===== config.mk =====
export PLATFORM = sky130hd
export DESIGN_NAME = axi4_lite_initiator
export DESIGN_NICKNAME = d
export VERILOG_FILES = /design/src/rtl/axi4_lite_initiator.sv
export SDC_FILE = /design/constraint.sdc
export NUM_CORES = 1
export LEC_CHECK = 0
export CELL_PAD_IN_SITES_DETAIL_PLACEMENT = 1
export CELL_PAD_IN_SITES_GLOBAL_PLACEMENT = 2
export CORE_MARGIN = 2
export CORE_UTILIZATION = 22
export DETAILED_ROUTE_END_ITERATION = 6
export PLACE_DENSITY = 0.81
export SLEW_MARGIN = 20
export SYNTH_ARGS = -nofsm -noshare
export SYNTH_HDL_FRONTEND = slang
export SYNTH_SLANG_ARGS = --single-unit

===== constraint.sdc =====
create_clock -name i_clk -period 1.45 [get_ports i_clk]
set_input_delay 0.2175 -clock i_clk [delete_from_list [all_inputs] [get_ports i_clk]]
set_output_delay 0.2175 -clock i_clk [all_outputs]
set_load 0.02 [all_outputs]

===== src/rtl/axi4_lite_initiator.sv =====
// Single-outstanding AXI4-Lite initiator.
// Turns a simple command/response handshake into AW/W/B or AR/R channel traffic.
module axi4_lite_initiator #(
  parameter int unsigned ADDRESS_WIDTH = 32,
  parameter int unsigned DATA_WIDTH    = 32,
  parameter logic [2:0]  PROT          = 3'b000
) (
  input  logic                      i_clk,
  input  logic                      i_rst_n,
  // command side
  input  logic                      i_cmd_valid,
  output logic                      o_cmd_ready,
  input  logic                      i_cmd_write,
  input  logic [ADDRESS_WIDTH-1:0]  i_cmd_addr,
  input  logic [DATA_WIDTH-1:0]     i_cmd_wdata,
  input  logic [DATA_WIDTH/8-1:0]   i_cmd_wstrb,
  // response side
  output logic                      o_rsp_valid,
  input  logic                      i_rsp_ready,
  output logic                      o_rsp_write,
  output logic [DATA_WIDTH-1:0]     o_rsp_rdata,
  output logic [1:0]                o_rsp_resp,
  // write address channel
  output logic                      o_awvalid,
  input  logic                      i_awready,
  output logic [ADDRESS_WIDTH-1:0]  o_awaddr,
  output logic [2:0]                o_awprot,
  // write data channel
  output logic                      o_wvalid,
  input  logic                      i_wready,
  output logic [DATA_WIDTH-1:0]     o_wdata,
  output logic [DATA_WIDTH/8-1:0]   o_wstrb,
  // write response channel
  input  logic                      i_bvalid,
  output logic                      o_bready,
  input  logic [1:0]                i_bresp,
  // read address channel
  output logic                      o_arvalid,
  input  logic                      i_arready,
  output logic [ADDRESS_WIDTH-1:0]  o_araddr,
  output logic [2:0]                o_arprot,
  // read data channel
  input  logic                      i_rvalid,
  output logic                      o_rready,
  input  logic [DATA_WIDTH-1:0]     i_rdata,
  input  logic [1:0]                i_rresp
);

  localparam int unsigned STRB_WIDTH = DATA_WIDTH / 8;

  // AXI4-Lite only defines 32- and 64-bit data buses
  if (DATA_WIDTH != 32 && DATA_WIDTH != 64) begin : g_bad_data_width
    $error("axi4_lite_initiator: DATA_WIDTH must be 32 or 64");
  end

  typedef enum logic [2:0] {
    IDLE    = 3'd0,
    WR_REQ  = 3'd1,
    WR_RESP = 3'd2,
    RD_REQ  = 3'd3,
    RD_DATA = 3'd4,
    RSP     = 3'd5
  } state_e;

  state_e                   state;
  logic [ADDRESS_WIDTH-1:0] addr_q;
  logic [DATA_WIDTH-1:0]    wdata_q;
  logic [STRB_WIDTH-1:0]    wstrb_q;
  logic                     write_q;
  logic                     aw_done;
  logic                     w_done;
  logic [DATA_WIDTH-1:0]    rdata_q;
  logic [1:0]               resp_q;

  logic cmd_hs;
  logic aw_hs;
  logic w_hs;
  logic aw_fin;
  logic w_fin;

  // Channel handshakes and per-channel completion including this cycle
  assign cmd_hs = i_cmd_valid & o_cmd_ready;
  assign aw_hs  = o_awvalid & i_awready;
  assign w_hs   = o_wvalid & i_wready;
  assign aw_fin = aw_done | aw_hs;
  assign w_fin  = w_done | w_hs;

  // Payloads come straight from the latched command so they stay stable while valid
  assign o_awaddr    = addr_q;
  assign o_araddr    = addr_q;
  assign o_wdata     = wdata_q;
  assign o_wstrb     = wstrb_q;
  assign o_awprot    = PROT;
  assign o_arprot    = PROT;
  assign o_rsp_write = write_q;
  assign o_rsp_rdata = rdata_q;
  assign o_rsp_resp  = resp_q;

  // Transaction sequencer with registered handshake outputs
  always_ff @(posedge i_clk or negedge i_rst_n) begin
    if (!i_rst_n) begin
      state       <= IDLE;
      o_cmd_ready <= 1'b0;
      o_rsp_valid <= 1'b0;
      o_awvalid   <= 1'b0;
      o_wvalid    <= 1'b0;
      o_bready    <= 1'b0;
      o_arvalid   <= 1'b0;
      o_rready    <= 1'b0;
      addr_q      <= '0;
      wdata_q     <= '0;
      wstrb_q     <= '0;
      write_q     <= 1'b0;
      aw_done     <= 1'b0;
      w_done      <= 1'b0;
      rdata_q     <= '0;
      resp_q      <= 2'b00;
    end else begin
      unique case (state)
        IDLE: begin
          if (cmd_hs) begin
            addr_q      <= i_cmd_addr;
            wdata_q     <= i_cmd_wdata;
            wstrb_q     <= i_cmd_wstrb;
            write_q     <= i_cmd_write;
            o_cmd_ready <= 1'b0;
            aw_done     <= 1'b0;
            w_done      <= 1'b0;
            if (i_cmd_write) begin
              o_awvalid <= 1'b1;
              o_wvalid  <= 1'b1;
              state     <= WR_REQ;
            end else begin
              o_arvalid <= 1'b1;
              state     <= RD_REQ;
            end
          end else begin
            o_cmd_ready <= 1'b1;
          end
        end

        // AW and W retire independently; B is only accepted once both are done
        WR_REQ: begin
          if (aw_hs) begin
            o_awvalid <= 1'b0;
            aw_done   <= 1'b1;
          end
          if (w_hs) begin
            o_wvalid <= 1'b0;
            w_done   <= 1'b1;
          end
          if (aw_fin && w_fin) begin
            aw_done  <= 1'b0;
            w_done   <= 1'b0;
            o_bready <= 1'b1;
            state    <= WR_RESP;
          end
        end

        WR_RESP: begin
          if (i_bvalid && o_bready) begin
            resp_q      <= i_bresp;
            rdata_q     <= '0;
            o_bready    <= 1'b0;
            o_rsp_valid <= 1'b1;
            state       <= RSP;
          end
        end

        RD_REQ: begin
          if (i_arready && o_arvalid) begin
            o_arvalid <= 1'b0;
            o_rready  <= 1'b1;
            state     <= RD_DATA;
          end
        end

        RD_DATA: begin
          if (i_rvalid && o_rready) begin
            rdata_q     <= i_rdata;
            resp_q      <= i_rresp;
            o_rready    <= 1'b0;
            o_rsp_valid <= 1'b1;
            state       <= RSP;
          end
        end

        // Hold the response until consumed; command accepted again one cycle later
        RSP: begin
          if (i_rsp_ready) begin
            o_rsp_valid <= 1'b0;
            o_cmd_ready <= 1'b1;
            state       <= IDLE;
          end
        end

        default: begin
          o_cmd_ready <= 1'b0;
          o_rsp_valid <= 1'b0;
          o_awvalid   <= 1'b0;
          o_wvalid    <= 1'b0;
          o_bready    <= 1'b0;
          o_arvalid   <= 1'b0;
          o_rready    <= 1'b0;
          state       <= IDLE;
        end
      endcase
    end
  end

endmodule


==> Flow_metrics.wiki <==
{| class="wikitable"
! Metric !! Value
|-
| Endpoints failing hold || 0
|-
| Synth-to-Final Area Change || 72.0%
|-
| Synthesized instance count || 348
|-
| Cell area after layout || 8320 um2
|-
| Post-synthesis cell type with the largest combined area || dfrtp_1
|-
| RSZ-0062 raised after global routing || yes
|-
| Class of the tightest hold or removal check || input port to asynchronous set/reset pin
|-
| Netlist area before placement || 4840 um2
|-
| Top FF cell, synth || dfrtp_1
|-
| Worst Hold Margin || 159 ps
|-
| Failing checks || negative setup slack
|-
| Worst Slack Setup Final || -66.4 ps
|-
| Proportion of synthesized chip area in sequential cells || 0.595
|-
| Fraction of final layout cells with drive strength greater than 1 || 0.277
|-
| Setup skew after layout || 8.20 ps
|-
| Detailed-route vias per instance || 4.20
|-
| Critical register-to-register path startpoint || state[2]
|-
| Proportion of power drawn by flip-flops and latches || 0.418
|-
| Sw Share || 0.217
|-
| Maxcap violations || 0
|-
| Final min period || 1520 ps
|-
| Count of nets left with antenna violations after detail routing || 0
|-
| Routability cong. || between 0.7 and 0.8
|-
| Fill cell total of the finished layout || roughly 2300
|-
| Cell area reported after detailed placement || roughly 7700 um2
|-
| Critical path launch point type || flop
|-
| Via count of the first global-routing pass || 4172
|-
| Yosys warning count || 0
|-
| Violation count after the first detailed-route iteration || 153
|-
| P_leak || 4.51 nW
|-
| Remaining global-route overflow || 0
|-
| Endpoint of the most critical register-to-register path || o_rsp_rdata[28]
|-
| Leading post-synthesis cells by cell area || dfrtp_1 (59%), mux2_2 (16%), buf_4 (6.1%), a22o_1 (6.0%), buf_6 (2.1%)
|-
| Core Rows || 54
|-
| Critical path fanouts, max || 19
|-
| Final Setup Violations || 51
|-
| IR drop worst, VDD || 0.677 mV
|-
| Result of the run || complete, but fails checks
|-
| DRT Pass-1 Iters || 4
|-
| Nets || 738
|-
| EDFF count, synth || 0
|-
| Net Sw Power || 1.67 mW
|-
| Placeable core region || around 22000 um2
|-
| I/O pin total || 262
|-
| Gate power share || 0.056
|-
| Peak per-stage delay on the critical path || 440 ps
|-
| Leading cell types by count after synthesis || dfrtp_1 (115), mux2_2 (69), buf_4 (39)
|-
| Count of cell types in the netlist || 36
|-
| PortBufs || 255
|-
| Internal Power || 6.02 mW
|-
| Max H-tree Level || 4
|-
| Die Wd || roughly 150 um
|-
| Number of antenna violations at the first check in global routing || 0
|-
| Critical path cell sequence || buf_6 -> and4b_1 -> o21ai_4 -> buf_12 -> a22o_1
|-
| FF-to-FF setup slack || -70 ps
|-
| Post-DP HPWL || 11300 um
|-
| Period utilisation layout || 1.05
|-
| First-pass GRT wire length || about 24000 um
|-
| Required @ worst endpoint || 1740 ps
|-
| CTS tree || built
|-
| Worst r2r path cells || 5
|-
| Pwr per Cell Area || 924 nW/um2
|-
| Yosys top cell area share || 0.595
|-
| Post-route DRC violation count || 0
|-
| Endpoint class of the critical path || flop
|-
| Height of the chip || between 150 and 200 um
|-
| Clock share of power || 0.526
|-
| Initial cell density of the core || 0.223
|-
| Die area || around 23000 um2
|-
| Number of pins with negative max-slew slack in the final report || 0
|-
| Synthesized flop and latch total || 115
|-
| Vias || 3851
|-
| Cts bufs inserted || 17
|-
| Clock tree sinks || 115
|-
| Async S/R FF share, synth || 1.00
|-
| Most repeated cell in the gate-level netlist after synthesis || dfrtp_1
|-
| Power, Total || 7.69 mW
|-
| Clock transition at path regs || 60 ps
|-
| Diodes inserted || 0
|-
| All-layer global routing usage || 0.129
|-
| Standard cell with the maximum stage delay on the critical path || dfrtp_2
|-
| Maximum buffer depth of the clock tree || 2
|-
| Routed wire length per instance || 16.7 um
|-
| Root buffer selected by CTS || clkbuf_16
|-
| Maximum number of pins on one net before global-route repair || 63
|-
| Start-to-end type of the worst setup path || flop to flop
|-
| Per-instance average area after synthesis || approximately 14 um2
|-
| Fmax || between 600 and 700 MHz
|-
| Clock latency reported for the late side of the worst-skew pair || just over 400 ps
|-
| Arrival time of the worst setup path || roughly 1800 ps
|-
| Overall routed net length || 15300 um
|}
## worst max path at each step
stage                     slack (ps)   startpoint              end  depth (start not counted)
after floorplan                   20  o_cmd_ready     o_araddr[25]                          4
after global placement          -250  i_rsp_ready         state[0]                          5
after detailed placement        -270  i_cmd_valid     o_araddr[26]                          5
after CTS                        -80     state[2]  o_rsp_rdata[28]                          5
after global routing            -110     state[1]  o_rsp_rdata[28]                          5
final                            -70     state[2]  o_rsp_rdata[28]                          5
## power groups by stage
stage	registers (mW)	clock network [mW]	logic, mW
after floorplan	3.27	0	0.0400
after CTS	3.21	4.19	0.441
after detailed placement	3.27	0	0.436
after global routing	3.21	4.34	0.470
final	3.21	4.04	0.434
after global placement	3.27	0	0.428
## per-layer routing
layer,vias up,track usage,wire length (um)
met5,-,0,0
met4,0,0.0490,350
met3,25,0.0424,1020
met2,180,0.222,7770
met1,1891,0.149,6200
li1,1755,-,-
## critical path, delay by kind of cell (launching register included)
kind,cells,cell delay [ps]
flops,1,440
buf+inv,2,310
compound gates,2,360
simple gates,1,290
## sequential cells by signal, indices dropped and copies added, names as in the netlist
| register | count |
|---|---|
| aw_done | 1 |
| o_araddr | 32 |
| o_arvalid | 1 |
| o_awvalid | 1 |
| o_bready | 1 |
| o_cmd_ready | 1 |
| o_rready | 1 |
| o_rsp_rdata | 32 |
| o_rsp_resp | 2 |
| o_rsp_valid | 1 |
| o_rsp_write | 1 |
| o_wdata | 32 |
| o_wstrb | 4 |
| o_wvalid | 1 |
| state | 3 |
| w_done | 1 |
## cells in the final DEF, fill, tap and decap left out, types with 2 or more instances in the layout
master	Yosys	routed
a21oi_1	8	7
conb_1	1	6
dlygate4sd2_1	0	136
clkbuf_2	0	4
mux2_2	69	69
and4b_1	2	2
clkdlybuf4s50_1	0	112
buf_12	0	8
a31oi_1	3	3
nand2_1	16	14
nand2_2	1	2
mux2i_1	2	2
inv_1	3	3
nor2_1	4	3
dfrtp_2	0	3
inv_6	0	2
a22o_1	33	33
clkinv_2	0	4
buf_6	9	8
dfrtp_1	115	112
o21ai_2	0	2
nor2_2	1	2
nand3_1	3	3
a221oi_1	2	2
bufinv_16	0	2
and3b_2	1	2
clkdlybuf4s15_1	0	2
clkinvlp_4	0	4
o21ai_1	0	5
clkbuf_16	0	19
o21ai_0	13	6
buf_4	39	34
## area by class of cell
class	instances	area (um2)	share of cell area
inverter	3	11.3	0.00135
sequential	115	2880	0.346
timing repair buffer	308	2950	0.354
clock buffer	18	429	0.0516
tap	280	350	0.0421
multi-input combinational	179	1570	0.188
clock inverter	13	136	0.0164
## through the flow
stage | TNS (ps) | instances | util | setup slack, ps
2_1_floorplan | 0 | 353 | - | 19.2
3_3_place_gp | -21820 | 870 | 0.353 | -247
3_5_place_dp | -23570 | 870 | 0.353 | -274
4_1_cts | -2200 | 905 | 0.376 | -75.1
5_1_grt | -5260 | 916 | 0.384 | -109
6_report | -1350 | 916 | 0.384 | -66.4
## logic make-up after synthesis
logic type      after synthesis  synth area share
compound gates               67             0.105
mux                          71             0.165
flops                       115             0.595
buf+inv                      59            0.0970
simple gates                 35            0.0373
other cells                   1          0.000775
## what timing repair did
item                       in CTS  in global routing
setup buffers                   2                  7
gates resized for setup       159                 26
cloned                          1                  4
setup endpoints to repair     248                111
hold buffers                    1                  0
pin swaps                       4                 10
hold endpoints to repair      115                  0
No activity file was read; power rests on OpenSTA's default activity.
